<file path="src/rtl/ctrl_pipe.sv">
// ctrl_pipe: carries the decoded control bundle from ID through the ID/EX,
// EX/MEM and MEM/WB pipeline registers and exposes each stage's fields.
// It also resolves the EX destination register, raises a load-use stall,
// and turns stalled or flushed ID instructions into bubbles.
// Bundle layout: [7] RegWrite, [6] MemtoReg, [5] MemRead, [4] MemWrite,
// [3] ALUSrc, [2:1] ALUOp, [0] RegDst.
module ctrl_pipe #(
   parameter int CTRL_W = 8,
   parameter int REG_W  = 5
) (
   input  logic              clk_i,
   input  logic              rst_i,
   input  logic [CTRL_W-1:0] ctrl_i,
   input  logic [REG_W-1:0]  rs_i,
   input  logic [REG_W-1:0]  rt_i,
   input  logic [REG_W-1:0]  rd_i,
   input  logic              flush_i,
   output logic              stall_o,
   output logic              ex_alusrc_o,
   output logic [1:0]        ex_aluop_o,
   output logic [REG_W-1:0]  ex_wreg_o,
   output logic              mem_memread_o,
   output logic              mem_memwrite_o,
   output logic              mem_regwrite_o,
   output logic [REG_W-1:0]  mem_wreg_o,
   output logic              wb_regwrite_o,
   output logic              wb_memtoreg_o,
   output logic [REG_W-1:0]  wb_wreg_o
);

   localparam int BitRegWrite = 7;
   localparam int BitMemtoReg = 6;
   localparam int BitMemRead  = 5;
   localparam int BitMemWrite = 4;
   localparam int BitAluSrc   = 3;
   localparam int BitAluOpHi  = 2;
   localparam int BitAluOpLo  = 1;
   localparam int BitRegDst   = 0;

   // ID/EX stage register
   logic [CTRL_W-1:0] idExCtrl;
   logic [REG_W-1:0]  idExRt;
   logic [REG_W-1:0]  idExRd;

   // EX/MEM stage register
   logic              exMemRegWrite;
   logic              exMemMemtoReg;
   logic              exMemMemRead;
   logic              exMemMemWrite;
   logic [REG_W-1:0]  exMemWreg;

   // MEM/WB stage register
   logic              memWbRegWrite;
   logic              memWbMemtoReg;
   logic [REG_W-1:0]  memWbWreg;

   logic [REG_W-1:0]  exWreg;
   logic              exWritesReg;
   logic              loadUseHazard;
   logic              insertBubble;

   // Pick the EX destination (rd for R-type, rt otherwise) and note whether the
   // instruction really writes a register; writes aimed at $0 count as no write.
   always_comb begin
      exWreg      = idExCtrl[BitRegDst] ? idExRd : idExRt;
      exWritesReg = idExCtrl[BitRegWrite] && (exWreg != '0);
   end

   // A load in EX whose rt feeds the ID instruction must hold ID for one cycle.
   // Both rs and rt are compared regardless of whether the ID instruction reads
   // them: a spurious stall only costs a cycle, a missed one corrupts data.
   // Since the bubble behind the load has MemRead clear, the stall self-ends.
   always_comb begin
      loadUseHazard = idExCtrl[BitMemRead]
                   && (idExRt != '0)
                   && ((idExRt == rs_i) || (idExRt == rt_i));
      insertBubble  = loadUseHazard || flush_i;
   end

   // ID/EX takes the decoder bundle, or an all-zero bubble when ID is being
   // held back by a stall or squashed by a flush (both together: one bubble).
   always_ff @(posedge clk_i) begin
      if (rst_i) begin
         idExCtrl <= '0;
         idExRt   <= '0;
         idExRd   <= '0;
      end else if (insertBubble) begin
         idExCtrl <= '0;
         idExRt   <= '0;
         idExRd   <= '0;
      end else begin
         idExCtrl <= ctrl_i;
         idExRt   <= rt_i;
         idExRd   <= rd_i;
      end
   end

   // EX/MEM advances every cycle; only the memory and writeback fields move on.
   always_ff @(posedge clk_i) begin
      if (rst_i) begin
         exMemRegWrite <= 1'b0;
         exMemMemtoReg <= 1'b0;
         exMemMemRead  <= 1'b0;
         exMemMemWrite <= 1'b0;
         exMemWreg     <= '0;
      end else begin
         exMemRegWrite <= exWritesReg;
         exMemMemtoReg <= idExCtrl[BitMemtoReg];
         exMemMemRead  <= idExCtrl[BitMemRead];
         exMemMemWrite <= idExCtrl[BitMemWrite];
         exMemWreg     <= exWreg;
      end
   end

   // MEM/WB advances every cycle and keeps only the writeback fields.
   always_ff @(posedge clk_i) begin
      if (rst_i) begin
         memWbRegWrite <= 1'b0;
         memWbMemtoReg <= 1'b0;
         memWbWreg     <= '0;
      end else begin
         memWbRegWrite <= exMemRegWrite;
         memWbMemtoReg <= exMemMemtoReg;
         memWbWreg     <= exMemWreg;
      end
   end

   // Drive the per-stage control fields from the stage registers.
   always_comb begin
      stall_o        = loadUseHazard;
      ex_alusrc_o    = idExCtrl[BitAluSrc];
      ex_aluop_o     = idExCtrl[BitAluOpHi:BitAluOpLo];
      ex_wreg_o      = exWreg;
      mem_memread_o  = exMemMemRead;
      mem_memwrite_o = exMemMemWrite;
      mem_regwrite_o = exMemRegWrite;
      mem_wreg_o     = exMemWreg;
      wb_regwrite_o  = memWbRegWrite;
      wb_memtoreg_o  = memWbMemtoReg;
      wb_wreg_o      = memWbWreg;
   end

endmodule

</file>
<file path="config.mk">
export PLATFORM = sky130hd
export DESIGN_NAME = ctrl_pipe
export DESIGN_NICKNAME = d
export VERILOG_FILES = /design/src/rtl/ctrl_pipe.sv
export SDC_FILE = /design/constraint.sdc
export NUM_CORES = 1
export LEC_CHECK = 0
export CORE_MARGIN = 3
export CORE_UTILIZATION = 45
export DETAILED_ROUTE_END_ITERATION = 10
export GPL_TIMING_DRIVEN = 0
export PLACE_DENSITY = 0.95
export SYNTH_ARGS = -nofsm -noshare
export SYNTH_HDL_FRONTEND = slang
export SYNTH_SLANG_ARGS = --single-unit
</file>
<file path="constraint.sdc">
create_clock -name clk_i -period 4 [get_ports clk_i]
set_input_delay 0.4 -clock clk_i [delete_from_list [all_inputs] [get_ports clk_i]]
set_output_delay 0.4 -clock clk_i [all_outputs]
set_load 0.1 [all_outputs]
</file>
==> results.json, run 1 <==
{
  "hold_violations": 0,
  "synthSimpleGateAreaFrac_pct": 16.7,
  "critPathSlowestCell": "clkdlybuf4s50_1",
  "setup_viol": 0,
  "pre_cts_ws_ns": 0.687,
  "insertion_delay_ns": 0.33,
  "worst_pin_slew_ns": 0.991,
  "grt_pass1_wl_um": 4580,
  "fin_nets": 202,
  "wl_um": 2880,
  "dieArea_um2": 3440,
  "path_cells": "clkdlybuf4s50_1 -> xnor2_1 -> nand3_1 -> o22ai_2 -> and2_2 -> clkdlybuf4s50_1",
  "num_rows": 18,
  "synth.area.top_cells": "dfxtp_1, a21oi_2, nor2b_1",
  "gp_congestion": 0.832,
  "port_buffers": 49,
  "vias": 1042,
  "initial_core_util_pct": 49.0,
  "final.min_clock_period_ns": 3.31,
  "reg2reg_to": "idExRd[3]",
  "maxCapViolCount": 0,
  "reg2reg_depth": 5,
  "layout_setup_ws_ns": 0.686,
  "grt-ovfl-total": 0,
  "hold_path.class": "reg2reg",
  "r2r_start": "idExRt[4]",
  "first_global_vias": 1071,
  "cts_tree": "built",
  "layout-drive-gt1-share_pct": 16.4,
  "path_delay_family": "buffers and inverters",
  "via_per_inst": 5.03,
  "grt_max_degree": 12,
  "synth.mux.area_fraction_pct": 4.42,
  "seq_area_um2": 681,
  "ys_seq_area_share_pct": 54.6,
  "syn_area_um2": 1250,
  "cp_num_buf_inv": 2,
  "clk_pin_slew_ns": 0.10,
  "cts_setup_buffers": 0,
  "dp_hpwl_um": 2220,
  "cts_resized": 0,
  "postCtsHoldBufs": 0,
  "n_antenna_cell": 0,
  "whs_path_depth": 1,
  "synthCells": 120,
  "num-fill-cells": 187,
  "utilization_pct": 72.2,
  "path_common_cell": "clkdlybuf4s50_1",
  "syn_to_final_growth_pct": 47.5,
  "synthAdderAreaFrac_pct": 0,
  "avgSynthCellArea_um2": 10.4,
  "r2r_slack_ns": 2.37,
  "synth_fp_nets": 146,
  "min_from": "exMemMemtoReg",
  "ys_ff_latch": 34,
  "wl_per_cell_um": 13.9,
  "cp-start-kind": "primary input",
  "cts_max_path_buffers": 2,
  "finalSetupTns_ns": 0,
  "cp.required_ns": 3.60,
  "final-max-slew-violation-count": 0,
  "design.core.area_um2": 2540,
  "ys.warnings.count": 0,
  "yosys.area.top_type": "dfxtp_1",
  "power_density_nw_per_um2": 376,
  "root_buffer": "clkbuf_4",
  "synth-xor-area-share_pct": 7.03,
  "ios": 50,
  "synth_top_family_by_area": "simple AND/OR/NAND/NOR gates",
  "cp_num_cells": 6,
  "synth_compound_gate_area_share_pct": 12.2,
  "cts_sinks": 34,
  "cts_buffers": 5,
  "max-slew-margin-rel_pct": 33.7,
  "synth_top_area_share_pct": 54.6,
  "die_h_um": 58.6,
  "dp.cells": 199,
  "drtIter0Drc": 16,
  "htree_levels": 2,
  "antenna_left": 0,
  "path_class": "in2out",
  "fin_skew_ns": 0.00854,
  "crit_fanout": 10,
  "status": "finished, final reports clean",
  "design_area_um2": 1840,
  "critical_path_arrival_ns": 2.91,
  "fin_crit_sh_pct": 82.9,
  "drt_first_pass_iters": 4,
  "hold_slack_ns": 0.447,
  "gr-usage-all-layers_pct": 18.5,
  "postPlaceCellArea_um2": 1770,
  "power_uw": 692,
  "antenna_found_initial": 0,
  "p_leak_nw": 0.693,
  "ir_worst_vdd_v": 0.000276,
  "fmax_ghz": 0.302,
  "hold_end": "wb_memtoreg_o",
  "rsz0062_at_grt": "no",
  "multi_input_area_um2": 503,
  "worstSetupEndpointType": "output pin",
  "max_stage_delay_ns": 1.13,
  "drc_errors": 0,
  "die_x_um": 58.6,
  "yosysUniqueCellTypes": 22,
  "instances_no_fill": 207
}
## worst register-to-register path, cell delays in order, from the launching register on
cell     delay [ns]
dfxtp_1        0.42
xnor2_1        0.15
nand3_1        0.11
o22ai_2        0.40
buf_2          0.37
a21oi_2        0.09
## placed cells by master, fill, tap and decap left out, types with 2 or more instances in the layout
cell | synthesis | final
clkdlybuf4s50_1 | 0 | 49
dfxtp_1 | 34 | 34
nand2_1 | 20 | 20
nor2b_1 | 14 | 14
xnor2_1 | 10 | 10
a21oi_2 | 10 | 10
a21oi_1 | 9 | 9
clkbuf_4 | 0 | 5
mux2_2 | 4 | 4
nand3_1 | 2 | 2
nor2_1 | 2 | 2
clkbuf_1 | 2 | 2
buf_4 | 2 | 2
## cells in the mapped netlist
| master | instances |
|---|---|
| mux2_2 | 4 |
| a21oi_2 | 10 |
| buf_6 | 1 |
| buf_4 | 2 |
| nor2b_1 | 14 |
| nand2b_1 | 1 |
| o22ai_2 | 1 |
| a21oi_1 | 9 |
| o21a_1 | 1 |
| nor4_1 | 1 |
| xnor2_1 | 10 |
| nand2_1 | 20 |
| nor2_1 | 2 |
| clkbuf_1 | 2 |
| buf_2 | 1 |
| and2_2 | 1 |
| nand3_1 | 2 |
| dfxtp_1 | 34 |
| or4_1 | 1 |
| inv_1 | 1 |
| buf_12 | 1 |
| mux2i_1 | 1 |
## final cells by class
class	instances	area share [%]
inverter	1	0.204
tap	30	2.04
buffer	7	3.20
multi-input combinational	78	27.4
clock inverter	2	0.681
timing repair buffer	49	26.7
sequential	34	37.0
clock buffer	6	2.79
## power by group
group          switching (mW)  internal (mW)  total [mW]  leakage (nW)
Combinational          0.0856         0.0534       0.139         0.381
Clock                   0.112         0.0844       0.197        0.0343
Sequential            0.00650          0.350       0.356         0.278
Total                   0.205          0.487       0.692         0.693
## worst max path at each step
stage                     startpoint  endpoint
after floorplan            idExRt[0]   stall_o
after detailed placement     rt_i[4]   stall_o
after CTS                    rt_i[4]   stall_o
final                        rt_i[4]   stall_o
after global placement       rt_i[3]   stall_o
after global routing         rt_i[4]   stall_o
## cell families after synthesis
group,after synthesis
buffers and inverters,8
AO/OA/AOI/OAI,21
AND/OR/NAND/NOR,42
flip-flops,34
multiplexers,5
XOR/XNOR,10
## routing by layer
metal  vias to the layer above  GRT usage (%)  wire [um]
li1                        498              -          -
met1                       488           16.3       1070
met2                        46           35.2       1520
met3                        10           6.58        204
met4                         0           11.3         94
met5                         -              0          0
## registers in the layout, indices dropped and copies added (netlist names)
register        count
wb_memtoreg_o       1
wb_wreg_o           5
idExCtrl            8
mem_regwrite_o      1
exMemMemtoReg       1
idExRt              5
mem_memread_o       1
wb_regwrite_o       1
idExRd              5
mem_memwrite_o      1
mem_wreg_o          5
(Power assumes the default switching activity.)
==> run 2, diff against run 1 <==
CORE_UTILIZATION = 42   (was 45)
PLACE_DENSITY = 0.9   (was 0.95)
clock period = 3.2 ns   (was 4 ns; I/O delays follow)
==> run 2 against run 1 <==
Against the previous run:
- clock power is 19% higher
- total power is 23% higher
- non-clock buffer count stayed put
- register-to-register slack worse by 0.81 ns
- sequential cell count stayed put
- final area stayed put
- critical path depth stayed put
- combinational power is 24% higher
- critical endpoint unchanged
==> results.json, run 2 (synthesis gave the netlist of run 1 again) <==
{
  "power_density_nw_per_um2": 464,
  "cts_tree": "built",
  "wl_um": 2760,
  "instances_no_fill": 208,
  "final.min_clock_period_ns": 2.74,
  "fin_nets": 202,
  "postPlaceCellArea_um2": 1780,
  "cts_buffers": 5,
  "worstSetupEndpointType": "output pin",
  "num_rows": 19,
  "design_area_um2": 1840,
  "gp_congestion": 0.773,
  "pre_cts_ws_ns": 0.0870,
  "grt_max_degree": 11,
  "dieArea_um2": 3660,
  "dp.cells": 200,
  "fin_crit_sh_pct": 85.5,
  "gr-usage-all-layers_pct": 17.2,
  "drt_first_pass_iters": 4,
  "ir_worst_vdd_v": 0.000410,
  "die_h_um": 60.5,
  "grt_pass1_wl_um": 4660,
  "vias": 997,
  "antenna_left": 0,
  "rsz0062_at_grt": "no",
  "maxCapViolCount": 0,
  "drtIter0Drc": 9,
  "finalSetupTns_ns": 0,
  "worst_pin_slew_ns": 0.986,
  "cts_max_path_buffers": 2,
  "die_x_um": 60.5,
  "dp_hpwl_um": 2200,
  "ios": 50,
  "cts_sinks": 34,
  "cp_num_buf_inv": 2,
  "initial_core_util_pct": 44.8,
  "path_delay_family": "buffers and inverters",
  "mostFrequentLayoutCells": "clkdlybuf4s50_1, dfxtp_1, nand2_1",
  "root_buffer": "clkbuf_4",
  "clk_pin_slew_ns": 0.10,
  "grt-ovfl-total": 0,
  "layout-drive-gt1-share_pct": 15.8,
  "cp.required_ns": 2.88,
  "cp-start-kind": "primary input",
  "status": "finished, final reports clean",
  "path_class": "in2out",
  "first_global_vias": 1048,
  "hold_path.class": "reg2reg",
  "cts_setup_buffers": 0,
  "hold_slack_ns": 0.431,
  "num-fill-cells": 230,
  "final-max-slew-violation-count": 0,
  "final_common_cell": "clkdlybuf4s50_1",
  "critical_path_arrival_ns": 2.42,
  "fin_skew_ns": 0.0102,
  "antenna_found_initial": 0,
  "top_register": "idExCtrl",
  "n_antenna_cell": 0,
  "critPathSlowestCell": "dlymetal6s2s_1",
  "syn_to_final_growth_pct": 47.5,
  "path_cells": "clkdlybuf4s50_1 -> xnor2_1 -> nand3_1 -> o22ai_2 -> and2_2 -> dlymetal6s2s_1",
  "port_buffers": 49,
  "insertion_delay_ns": 0.32,
  "largest_reg_flops": 8,
  "design.core.area_um2": 2780,
  "drc_errors": 0,
  "setup_viol": 0,
  "hold_violations": 0,
  "crit_fanout": 10,
  "max_stage_delay_ns": 0.74,
  "utilization_pct": 66.1,
  "fmax_ghz": 0.366,
  "via_per_inst": 4.79,
  "htree_levels": 2,
  "max-slew-margin-rel_pct": 34.0,
  "wl_per_cell_um": 13.3,
  "layout_setup_ws_ns": 0.465,
  "p_leak_nw": 0.713,
  "power_uw": 853
}
## run 2: changes by cell type in the layout (fill, tap and decap cells not counted), sizes merged
cell	delta
clkbuf	+1
clkdlybuf4s50	-1
clkinvlp	-1
dlymetal6s2s	+1
## run 2: final cells by class
type / instances / area (um^2) / share of cell area, %
Clock inverter: 1 / 5.00 / 0.272
Tap cell: 31 / 38.8 / 2.11
Sequential cell: 34 / 681 / 37.0
Inverter: 1 / 3.75 / 0.204
Buffer: 7 / 58.8 / 3.20
Timing Repair Buffer: 49 / 493 / 26.8
Multi-Input combinational cell: 78 / 503 / 27.4
Clock buffer: 7 / 55.1 / 3.00
## run 2: worst register-to-register path, delay by kind of cell, from the launching register on
family	cells	cell delay (ns)
AO/OA/AOI/OAI	2	0.48
AND/OR/NAND/NOR	1	0.10
buffers and inverters	1	0.37
flip-flops	1	0.42
XOR/XNOR	1	0.15
## run 2: worst paths after layout
kind                             startpoint             end  slack, ns  cells after the start
worst max-delay path                rt_i[4]         stall_o       0.46                      6
worst min-delay path            idExCtrl[7]  mem_regwrite_o       0.43                      2
worst max register to register    idExRt[3]     idExCtrl[1]       1.56                      5
worst min register to register  idExCtrl[7]  mem_regwrite_o       0.43                      2
## run 2: routing by layer
metal | part of all wire [%] | vias up | global-route usage, %
met1 | 39 | 446 | 18.8
met3 | 8.1 | 8 | 5.96
met5 | 0 | - | 0
met2 | 51 | 45 | 31.0
li1 | - | 498 | -
met4 | 1.9 | 0 | 6.19
## run 2: power by group
| group | switching (mW) | internal (mW) | leakage [nW] |
|---|---|---|---|
| clock | 0.129 | 0.106 | 0.0353 |
| combinational | 0.107 | 0.0668 | 0.400 |
| sequential | 0.00788 | 0.437 | 0.278 |
| total | 0.243 | 0.610 | 0.713 |
## run 2: repair_timing
item,4_1_cts,5_1_grt
endpoints found under the hold margin,0,0
hold buffers,0,0
resized for setup,0,1
setup endpoints to repair,0,1
==> run 3, diff against run 2 <==
SKIP_CTS_REPAIR_TIMING = 1   (was not set)
SLEW_MARGIN = 20   (was not set)
==> results of run 3 <==
The final DEF is identical to that of run 2; final timing and power are the same.
